**src/rtl/ps2_pkg.sv**
```systemverilog
// Shared PS/2 scan-code constants, key-code type and parser state encoding
// for the multi-key tracker.
package ps2_pkg;

    localparam logic [7:0] PS2_BREAK      = 8'hF0;
    localparam logic [7:0] PS2_EXT        = 8'hE0;
    localparam logic [7:0] PS2_PAUSE      = 8'hE1;
    localparam int         PS2_PAUSE_SKIP = 7;

    // {extended, scan byte}
    typedef logic [8:0] key_code_t;

    typedef enum logic [2:0] {
        ST_IDLE,
        ST_EXT,
        ST_BRK,
        ST_EXT_BRK,
        ST_SKIP
    } parser_state_t;

    // 00 and FF are reported by the controller on overrun/parity trouble.
    function automatic logic is_error_byte(input logic [7:0] b);
        return (b == 8'h00) || (b == 8'hFF);
    endfunction

endpackage

```
**src/rtl/ps2_scan_parser.sv**
```systemverilog
// Prefix parser: turns the decoded byte stream into complete make/break codes.
// Code outputs are combinational on the completing byte so the table sees them the same cycle.
//
// state      | meaning
// -----------+----------------------------------------------
// ST_IDLE    | no prefix pending
// ST_EXT     | E0 seen, waiting for extended byte or F0
// ST_BRK     | F0 seen, next byte is a normal break
// ST_EXT_BRK | E0 F0 seen, next byte is an extended break
// ST_SKIP    | inside the pause sequence, discarding bytes
module ps2_scan_parser
    import ps2_pkg::*;
(
    input  logic       Clock,
    input  logic       reset,
    input  logic [7:0] byte_data,
    input  logic       byte_valid,
    output logic       code_valid,
    output key_code_t  code,
    output logic       is_break
);

    parser_state_t state_q, state_d;
    logic [2:0]    skip_q, skip_d;

    always_comb begin
        state_d    = state_q;
        skip_d     = skip_q;
        code_valid = 1'b0;
        code       = '0;
        is_break   = 1'b0;
        if (byte_valid) begin
            if (is_error_byte(byte_data)) begin
                state_d = ST_IDLE;
                skip_d  = '0;
            end else begin
                case (state_q)
                    ST_IDLE: begin
                        if (byte_data == PS2_EXT) begin
                            state_d = ST_EXT;
                        end else if (byte_data == PS2_BREAK) begin
                            state_d = ST_BRK;
                        end else if (byte_data == PS2_PAUSE) begin
                            state_d = ST_SKIP;
                            skip_d  = 3'(PS2_PAUSE_SKIP);
                        end else begin
                            code_valid = 1'b1;
                            code       = {1'b0, byte_data};
                        end
                    end
                    ST_EXT: begin
                        if (byte_data == PS2_BREAK) begin
                            state_d = ST_EXT_BRK;
                        end else if (byte_data != PS2_EXT) begin
                            code_valid = 1'b1;
                            code       = {1'b1, byte_data};
                            state_d    = ST_IDLE;
                        end
                    end
                    ST_BRK: begin
                        code_valid = 1'b1;
                        code       = {1'b0, byte_data};
                        is_break   = 1'b1;
                        state_d    = ST_IDLE;
                    end
                    ST_EXT_BRK: begin
                        code_valid = 1'b1;
                        code       = {1'b1, byte_data};
                        is_break   = 1'b1;
                        state_d    = ST_IDLE;
                    end
                    ST_SKIP: begin
                        skip_d = (skip_q == 3'd0) ? 3'd0 : skip_q - 3'd1;
                        if (skip_q <= 3'd1) begin
                            state_d = ST_IDLE;
                        end
                    end
                    default: state_d = ST_IDLE;
                endcase
            end
        end
    end

    always_ff @(posedge Clock) begin
        if (!reset) begin
            state_q <= ST_IDLE;
            skip_q  <= '0;
        end else begin
            state_q <= state_d;
            skip_q  <= skip_d;
        end
    end

endmodule

```
**src/rtl/ps2_key_tracker.sv**
```systemverilog
// Held-key table for up to MAX_KEYS simultaneous keys with press/release events.
// Optional stale-key auto-release is compiled in with PS2_KEY_TIMEOUT_EN.
module ps2_key_tracker
    import ps2_pkg::*;
#(
    parameter int MAX_KEYS        = 4,
    parameter int CLOCK_FREQUENCY = 25000000,
    parameter int TIMEOUT_MS      = 1000
) (
    input  logic                    Clock,
    input  logic                    reset,
    input  logic [7:0]              byte_data,
    input  logic                    byte_valid,
    output logic [9*MAX_KEYS-1:0]   held_codes,
    output logic [MAX_KEYS-1:0]     held_valid,
    output logic                    any_held,
    output logic [8:0]              last_key,
    output logic                    key_event,
    output logic [8:0]              key_event_code,
    output logic                    key_event_break,
    output logic                    overflow
);

    localparam int IW = (MAX_KEYS > 1) ? $clog2(MAX_KEYS) : 1;

    if (MAX_KEYS < 1 || MAX_KEYS > 16 || CLOCK_FREQUENCY < 1000 || TIMEOUT_MS < 1) begin : g_bad_param
        $error("ps2_key_tracker: illegal parameter value");
    end

    logic      code_valid;
    key_code_t code;
    logic      is_break;

    ps2_scan_parser u_parser (
        .Clock      (Clock),
        .reset      (reset),
        .byte_data  (byte_data),
        .byte_valid (byte_valid),
        .code_valid (code_valid),
        .code       (code),
        .is_break   (is_break)
    );

    logic [9*MAX_KEYS-1:0] codes_q, codes_d;
    logic [MAX_KEYS-1:0]   valid_q, valid_d;
    logic                  any_q, any_d;
    key_code_t             last_q, last_d;
    logic                  evt_q, evt_d;
    key_code_t             evt_code_q, evt_code_d;
    logic                  evt_brk_q, evt_brk_d;
    logic                  ovf_q, ovf_d;

    logic          hit_any, free_any;
    logic [IW-1:0] hit_idx, free_idx;

`ifdef PS2_KEY_TIMEOUT_EN
    localparam int            TO_CYCLES = CLOCK_FREQUENCY / 1000 * TIMEOUT_MS;
    localparam int            TW        = (TO_CYCLES > 1) ? $clog2(TO_CYCLES) : 1;
    localparam logic [TW-1:0] TO_LAST   = TW'(TO_CYCLES - 1);

    logic [TW-1:0] cnt_q [MAX_KEYS];
    logic [TW-1:0] cnt_d [MAX_KEYS];
    logic          exp_any;
    logic [IW-1:0] exp_idx;
    key_code_t     exp_code;
`endif

    // Descending scan so the lowest matching/free index wins.
    always_comb begin
        hit_any  = 1'b0;
        hit_idx  = '0;
        free_any = 1'b0;
        free_idx = '0;
        for (int i = MAX_KEYS - 1; i >= 0; i--) begin
            if (valid_q[i] && codes_q[9*i +: 9] == code) begin
                hit_any = 1'b1;
                hit_idx = IW'(i);
            end
            if (!valid_q[i]) begin
                free_any = 1'b1;
                free_idx = IW'(i);
            end
        end
    end

    always_comb begin
        codes_d    = codes_q;
        valid_d    = valid_q;
        last_d     = last_q;
        evt_d      = 1'b0;
        evt_code_d = evt_code_q;
        evt_brk_d  = evt_brk_q;
        ovf_d      = 1'b0;
`ifdef PS2_KEY_TIMEOUT_EN
        exp_any  = 1'b0;
        exp_idx  = '0;
        exp_code = '0;
        for (int i = 0; i < MAX_KEYS; i++) begin
            cnt_d[i] = (cnt_q[i] == TO_LAST) ? cnt_q[i] : cnt_q[i] + 1'b1;
        end
`endif
        if (code_valid) begin
            if (!is_break) begin
                if (hit_any) begin
`ifdef PS2_KEY_TIMEOUT_EN
                    cnt_d[hit_idx] = '0;
`endif
                end else if (free_any) begin
                    codes_d[9*int'(free_idx) +: 9] = code;
                    valid_d[free_idx]              = 1'b1;
                    last_d                         = code;
                    evt_d                          = 1'b1;
                    evt_code_d                     = code;
                    evt_brk_d                      = 1'b0;
`ifdef PS2_KEY_TIMEOUT_EN
                    cnt_d[free_idx] = '0;
`endif
                end else begin
                    ovf_d = 1'b1;
                end
            end else if (hit_any) begin
                codes_d[9*int'(hit_idx) +: 9] = '0;
                valid_d[hit_idx]              = 1'b0;
                evt_d                         = 1'b1;
                evt_code_d                    = code;
                evt_brk_d                     = 1'b1;
                if (last_q == code) begin
                    last_d = '0;
                end
            end
        end
`ifdef PS2_KEY_TIMEOUT_EN
        // A slot touched by this cycle's byte is not eligible to expire.
        for (int i = MAX_KEYS - 1; i >= 0; i--) begin
            if (valid_q[i] && cnt_q[i] == TO_LAST &&
                !(code_valid && hit_any && hit_idx == IW'(i))) begin
                exp_any = 1'b1;
                exp_idx = IW'(i);
            end
        end
        if (exp_any && !evt_d) begin
            exp_code                      = codes_q[9*int'(exp_idx) +: 9];
            codes_d[9*int'(exp_idx) +: 9] = '0;
            valid_d[exp_idx]              = 1'b0;
            evt_d                         = 1'b1;
            evt_code_d                    = exp_code;
            evt_brk_d                     = 1'b1;
            if (last_q == exp_code) begin
                last_d = '0;
            end
        end
`endif
        any_d = |valid_d;
    end

    always_ff @(posedge Clock) begin
        if (!reset) begin
            codes_q    <= '0;
            valid_q    <= '0;
            any_q      <= 1'b0;
            last_q     <= '0;
            evt_q      <= 1'b0;
            evt_code_q <= '0;
            evt_brk_q  <= 1'b0;
            ovf_q      <= 1'b0;
`ifdef PS2_KEY_TIMEOUT_EN
            for (int i = 0; i < MAX_KEYS; i++) begin
                cnt_q[i] <= '0;
            end
`endif
        end else begin
            codes_q    <= codes_d;
            valid_q    <= valid_d;
            any_q      <= any_d;
            last_q     <= last_d;
            evt_q      <= evt_d;
            evt_code_q <= evt_code_d;
            evt_brk_q  <= evt_brk_d;
            ovf_q      <= ovf_d;
`ifdef PS2_KEY_TIMEOUT_EN
            for (int i = 0; i < MAX_KEYS; i++) begin
                cnt_q[i] <= cnt_d[i];
            end
`endif
        end
    end

    assign held_codes      = codes_q;
    assign held_valid      = valid_q;
    assign any_held        = any_q;
    assign last_key        = last_q;
    assign key_event       = evt_q;
    assign key_event_code  = evt_code_q;
    assign key_event_break = evt_brk_q;
    assign overflow        = ovf_q;

endmodule

```
**config.mk**
```make
export PLATFORM = sky130hd
export DESIGN_NAME = ps2_key_tracker
export DESIGN_NICKNAME = d
export VERILOG_FILES = /design/src/rtl/ps2_pkg.sv /design/src/rtl/ps2_scan_parser.sv /design/src/rtl/ps2_key_tracker.sv
export SDC_FILE = /design/constraint.sdc
export NUM_CORES = 1
export LEC_CHECK = 0
export ABC_AREA = 1
export CORE_ASPECT_RATIO = 1.25
export CORE_UTILIZATION = 55
export DETAILED_ROUTE_END_ITERATION = 7
export DONT_BUFFER_PORTS = 1
export HOLD_SLACK_MARGIN = 0.06
export PLACE_DENSITY = 0.8
export SLEW_MARGIN = 5
export SYNTH_ARGS = -nofsm -noshare
export SYNTH_HDL_FRONTEND = slang
export SYNTH_SLANG_ARGS = --single-unit
```
**constraint.sdc**
```tcl
create_clock -name Clock -period 5.6 [get_ports Clock]
set_input_delay 0.56 -clock Clock [delete_from_list [all_inputs] [get_ports Clock]]
set_output_delay 0.56 -clock Clock [all_outputs]
set_load 0.01 [all_outputs]
```
After elaboration in Yosys (flattened, before gate mapping):

Index checks and enable logic that the tools add are counted.

* bits in registers: 68
* bits in latches: 0
* bits in writable memories: 0
* ROM bits: 0
* input port bits: 11
* output and inout bits: 62
* logic and storage cells: 152
* memories: 0

* add/sub/neg operators: 3
* $mul: 2
* divide/modulo/power cells: 0
* magnitude comparators: 5
* equal/unequal tests: 23
* shift operators: 4
* mux-type cells: 80
* bitwise logic cells: 5
* reductions and logical operators: 20

Operators with widths (number)
* $mux W36: 4
* $mux W9: 13
* $bwmux W36: 2
* $shift A9 B33 Y36 const A: 2
* $neg A6 Y33: 2
* $eq A9 B9 Y1: 5
* $mux W3: 12
* $pmux W9 S4: 1
* $shiftx A9 B33 Y36: 1
* $shiftx A9 B33 Y36 const A: 1
* $eq A8 B8 Y1 const B: 4
* $mux W1: 29
* $mux W4: 5
* $mux W2: 8
* $mul A4 B2 Y6 const A: 2
* $reduce_and A5 Y1: 2
* $pmux W3 S3: 1
* $logic_not A8 Y1: 1
* $mux W8: 1
* $ne A8 B8 Y1 const B: 1
* $reduce_and A4 Y1: 2
* $reduce_or A4 Y1: 2
* $eq A3 B2 Y1 const B: 2
* $logic_and A1 B1 Y1: 6
* 25 further kinds: 33

Longest topological paths before layout:

* word-level depth: 23
* mapped depth: 23
* depth with buffers taken out: 22

By module:

A second synthesis with hierarchy kept.

* cell total of the unflattened synthesis: 747
* area total of the unflattened synthesis: 4563.1 µm²

Modules (own cells, without submodules)
* ps2_key_tracker: times used 1, cells each 624, area each 3836.2 µm², seq. area each 1241.2 µm²
* ps2_scan_parser: times used 1, cells each 123, area each 726.9 µm², seq. area each 120.1 µm²

Least setup slack after synthesis:

OpenSTA, ideal clock, no wires.

* path kind: input to register
* start: input port byte_data[3]
* end: register codes_q[11], in the netlist held_codes[11]
* setup time: 115 ps
* arrival: 2610 ps
* data required time: 5485 ps
* slack: 2875 ps
* stages on the path: 23
* path buffers: 3
* path through: inv_1 -> nand2_1 -> nor2_4 -> nand2_1 -> nand2_2 -> nand2_2 -> nand2_4 -> nor2_1 -> buf_4 -> nand2_1 -> nand2_1 -> nor2_1 -> nand2_1 -> nor2_2 -> nor2_4 -> nand2_1 -> nand2_1 -> nand2_1 -> nor2_4 -> buf_6 -> buf_4 -> a21oi_1 -> nor2_1

* cells in the longest elaborated chain, start to end: 19
* elaborated cells on any way between the ends: 56
* those cells by class: add/sub (1); mul (1); eq/ne (11); shift (3); mux (32); reduce/logical (8)

RTL lines
* from (decl): line ps2_key_tracker.sv:12 `input logic [7:0] byte_data,`
* $eq A8 B8 Y1: line ps2_scan_parser.sv:43 `end else if (byte_data == PS2_PAUSE) begin`
* $mux W8: line ps2_scan_parser.sv:43
* $mux W9: line ps2_scan_parser.sv:41 `end else if (byte_data == PS2_BREAK) begin`
* $mux W9: line ps2_scan_parser.sv:39 `if (byte_data == PS2_EXT) begin`
* $pmux W9 S4: line ps2_scan_parser.sv:37 `case (state_q)`
* $mux W9: line ps2_scan_parser.sv:33 `if (is_error_byte(byte_data)) begin`
* $mux W9: line ps2_scan_parser.sv:32 `if (byte_valid) begin`
* $eq A9 B9 Y1: line ps2_key_tracker.sv:75 `if (valid_q[i] && codes_q[9*i +: 9] == code) begin`
* $logic_and A1 B1 Y1: line ps2_key_tracker.sv:75
* $mux W2 (4 in a row): line ps2_key_tracker.sv:75
* $mul A4 B2 Y6: line ps2_key_tracker.sv:122 `codes_d[9*int'(hit_idx) +: 9] = '0;`
* $neg A6 Y33: line ps2_key_tracker.sv:122
* $shiftx A9 B33 Y36 / $shift A9 B33 Y36 (equally long branches): line ps2_key_tracker.sv:122
* $bwmux W36: line ps2_key_tracker.sv:122
* $mux W36: line ps2_key_tracker.sv:121 `end else if (hit_any) begin`
* $mux W36: line ps2_key_tracker.sv:103 `if (!is_break) begin`
* to (signal assigned): line ps2_key_tracker.sv:172 `codes_q <= codes_d;`
* to (decl): line ps2_key_tracker.sv:44 `logic [9*MAX_KEYS-1:0] codes_q, codes_d;`

Several ways; a longest one is shown, not always the timed one. The select of a mux whose other input is x is not followed.
A chain may end at the register's enable or synchronous reset.

Worst setup path in the final report:

* start: register u_parser.state_q[2]
* end: register codes_q[34], in the netlist held_codes[34]

* cells in the longest elaborated chain, start to end: 16
* elaborated cells on any way between the ends: 45
* those cells by class: add/sub (1); mul (1); eq/ne (9); shift (3); mux (23); reduce/logical (8)

RTL lines
* from (decl): line ps2_scan_parser.sv:23 `parser_state_t state_q, state_d;`
* from (signal assigned): line ps2_scan_parser.sv:89 `state_q <= state_d;`
* $eq A3 B2 Y1 (tied with other cells): line ps2_scan_parser.sv:37
* $pmux W9 S4: line ps2_scan_parser.sv:37
* $mux W9: line ps2_scan_parser.sv:33
* $mux W9: line ps2_scan_parser.sv:32
* $eq A9 B9 Y1: line ps2_key_tracker.sv:75
* $logic_and A1 B1 Y1: line ps2_key_tracker.sv:75
* $mux W2 (4 in a row): line ps2_key_tracker.sv:75
* $mul A4 B2 Y6: line ps2_key_tracker.sv:122
* $neg A6 Y33: line ps2_key_tracker.sv:122
* $shiftx A9 B33 Y36 / $shift A9 B33 Y36 (equally long branches): line ps2_key_tracker.sv:122
* $bwmux W36: line ps2_key_tracker.sv:122
* $mux W36: line ps2_key_tracker.sv:121
* $mux W36: line ps2_key_tracker.sv:103

Several ways; a longest one is shown, not always the timed one. The select of a mux whose other input is x is not followed.

==> summary.txt <==
Route
  – DRC: 0
  – Initial DRC count: 356
  – Via count: 4834
  – Via/cell ratio: 5.77
  – DR WL/cell: 16.3 um
  – Total Wirelength: 13700 um
  – First-pass DRT Iterations: 5
  – Antenna violation net count after detailed routing: 0

Power
  – Total chip power: 2320 uW
  – Cell area power density: 496 nW/um^2
  – Static Leak: 0.00203 uW
  – Worst vdd ir: 0.284 mV

Timing
  – Setup violators final: 0
  – Hold Fails Final Rpt: 0
  – Tmin final: 4.29 ns
  – Setup TNS: 0 ns
  – Slew Limit Fails: 0
  – Worst-Margin Slew: 1.18 ns
  – Worst slew margin: 21.1%
  – Unrepaired setup endpoints after global routing: no
  – Skew final: 0.0151 ns
  – Fmax achieved: 233 MHz
  – Fin crit share: 76.6%

Clocking
  – CTS Buf Count: 9
  – Hold_buf cts: 0
  – CTS tree: built
  – Post-CTS Setup Bufs: 0
  – Post-cts resize count: 0
  – Clk buf depth: 2
  – H-tree depth: 3
  – CTS sink cnt: 68
  – Clock latency on the worst-skew pair: 0.35 ns
  – Worst-path clk slew: 0.08 ns
  – CTS root buf: clkbuf_8

Global routing
  – Largest net degree at the start of global routing: 37
  – Vias in the first global route: 4477
  – Global-route wire length before repair: 21900 um
  – Overall Global Routing Usage: 32.4%
  – Initial antenna violation count: 0
  – Grt total ovfl: 0

Outcome
  – Status: finished clean

Floorplan
  – Starting Density: 57.3%
  – Std-Cell Rows: 36
  – Die Ht: 103 um
  – Core area: 7840 sq um
  – Die W: 82.8 um
  – Die area: 8530 sq um
  – I/O pin count: 73

Setup path
  – Startpoint Class: register
  – Req. time, crit path: 5.83 ns
  – Cell at the slowest stage of the critical path: nor2_1
  – CP most frequent cell: nand2_1
  – Crit path depth: 19
  – Critical path endpoint category: register
  – Largest stage delay, worst path: 0.87 ns
  – Crit path max fanout: 36
  – CP cell instances: inv_2 -> nand2_1 -> inv_2 -> nand4_1 -> nor2_1 -> nand2_1 -> nand2_1 -> nor2_1 -> nand3_1 -> nand2_1 -> inv_2 -> nand2_1 -> nand2_1 -> nand2_1 -> nor2_4 -> buf_4 -> nand3_1 -> nand2_1 -> nor2_1
  – Worst Path Buf+Inv: 4
  – Worst reg2reg path depth: 19
  – Kind of critical path: register to register
  – CP delay by family, top: simple AND/OR/NAND/NOR gates
  – Arrival time worst endpoint: 4.52 ns

Placement
  – DP Wirelength: 9980 um
  – Placed Cells: 823
  – Input/output buffers: 0
  – Final RePlAce weighted congestion: 1.01

Synth
  – Mapped cell area: 4490 sq um
  – Post-Syn Instances: 749
  – Sequential share of the synthesized area: 30.3%
  – Syn avg cell area: 6.00 sq um
  – Synth Warn #: 0
  – Flops & latches, synth: 68
  – Yosys cell types: 34
  – Post-Syn Nets: 769

Final layout
  – Number of diodes: 0
  – Fillers: 802
  – Final Util: 59.7%
  – Final Instance Count excl. Fillers: 838
  – Final nets: 759
  – Share of post-route cells with drive strength above 1: 6.33%
  – Area growth from synthesis to final layout: 4.15%

Job
  – Max Cap Viol: 0

Min path
  – Worst hold path depth: 2
  – Hold WC Path Type: input pin to register
==> worst register-to-register path, stage by stage (launching register included) <==
cell,delay (ns)
dfxtp_1,0.36
inv_2,0.10
nand2_1,0.12
inv_2,0.14
nand4_1,0.38
nor2_1,0.87
nand2_1,0.16
nand2_1,0.13
nor2_1,0.06
nand3_1,0.12
nand2_1,0.10
inv_2,0.06
nand2_1,0.09
nand2_1,0.07
nand2_1,0.09
nor2_4,0.58
buf_4,0.45
nand3_1,0.14
nand2_1,0.10
nor2_1,0.05
==> sequential cells by signal, summed over array words and instances (netlist names), 3 cells and up <==
signal            cells
held_codes           36
u_parser.state_q      3
last_key              9
held_valid            4
key_event_code        9
u_parser.skip_q       3
==> power breakdown <==
| group | internal, uW | total, uW | switching, uW |
|---|---|---|---|
| Clock | 202 | 395 | 193 |
| Sequential | 578 | 714 | 136 |
| Combinational | 334 | 1210 | 878 |
==> logic make-up (layout without fill, tap and decap cells) <==
logic type	Yosys count	in the layout	share of synthesized area, %
AO/OA/AOI/OAI	95	95	10.8
XOR/XNOR	9	9	1.76
adder cells (fa/ha/maj)	9	9	2.51
buffers and inverters	111	105	10.2
flip-flops	68	68	30.3
AND/OR/NAND/NOR	457	457	44.4
==> metal layers <==
| layer | global-route usage, % | share of wire [%] |
|---|---|---|
| met1 | 38.1 | 40 |
| met2 | 55.7 | 47 |
| met3 | 7.85 | 8.5 |
| met4 | 16.2 | 4.1 |
| met5 | 0 | 0 |
==> per-stage QoR <==
step / cell area (sq um) / setup WS [ns] / hold WS (ns)
floorplan: 4490 / 2.88 / 0.457
global placement: 4500 / 1.17 / 0.472
detailed placement: 4500 / 1.08 / 0.475
CTS: 4680 / 1.44 / 0.317
global route: 4680 / 0.998 / 0.322
finish: 4680 / 1.31 / 0.337
==> worst paths after layout <==
check	end	from	slack (ns)
setup reg to reg	held_codes[34]	u_parser.state_q[2]	1.31
hold / removal	held_codes[13]	reset	0.34
setup / recovery	held_codes[34]	u_parser.state_q[2]	1.31
hold reg to reg	u_parser.skip_q[1]	u_parser.skip_q[1]	0.49
==> cell type report <==
cell class	instances	area [sq um]	share of cell area [%]
clock buffer	10	128	2.73
clock inverter	5	53.8	1.15
inverter	88	330	7.06
multi-input combinational	570	2670	57.1
sequential	68	1360	29.1
tap	95	119	2.54
timing repair buffer	2	15.0	0.321
==> cells in the final DEF (no fill, tap or decap), drive strengths merged, types with 2 or more instances in the layout <==
cell type / netlist / layout
a211oi: 3 / 3
or2: 3 / 3
dfxtp: 68 / 68
o21ai: 36 / 36
clkinv: 3 / 7
inv: 85 / 85
a21oi: 55 / 55
nand3b: 2 / 2
nand3: 74 / 74
xnor2: 4 / 4
buf: 15 / 2
nand2: 227 / 227
xor2: 5 / 5
nor2: 119 / 119
nand4: 21 / 21
ha: 9 / 9
nor3: 8 / 8
clkbuf: 8 / 10
==> Yosys cell counts (all sizes together) <==
master,number,area (sq um)
nand2,227,885
nor2,119,494
inv,85,319
nand3,74,385
dfxtp,68,1360
a21oi,55,275
o21ai,36,180
nand4,21,138
buf,15,98.8
ha,9,113
clkbuf,8,30.0
nor3,8,40.0
xor2,5,43.8
xnor2,4,35.0
a211oi,3,22.5
clkinv,3,11.3
or2,3,18.8
nand3b,2,15.0
and2,1,6.26
nor2b,1,6.26
nor4,1,6.26
o22ai,1,6.26
Power figures use the tool's default switching activity.
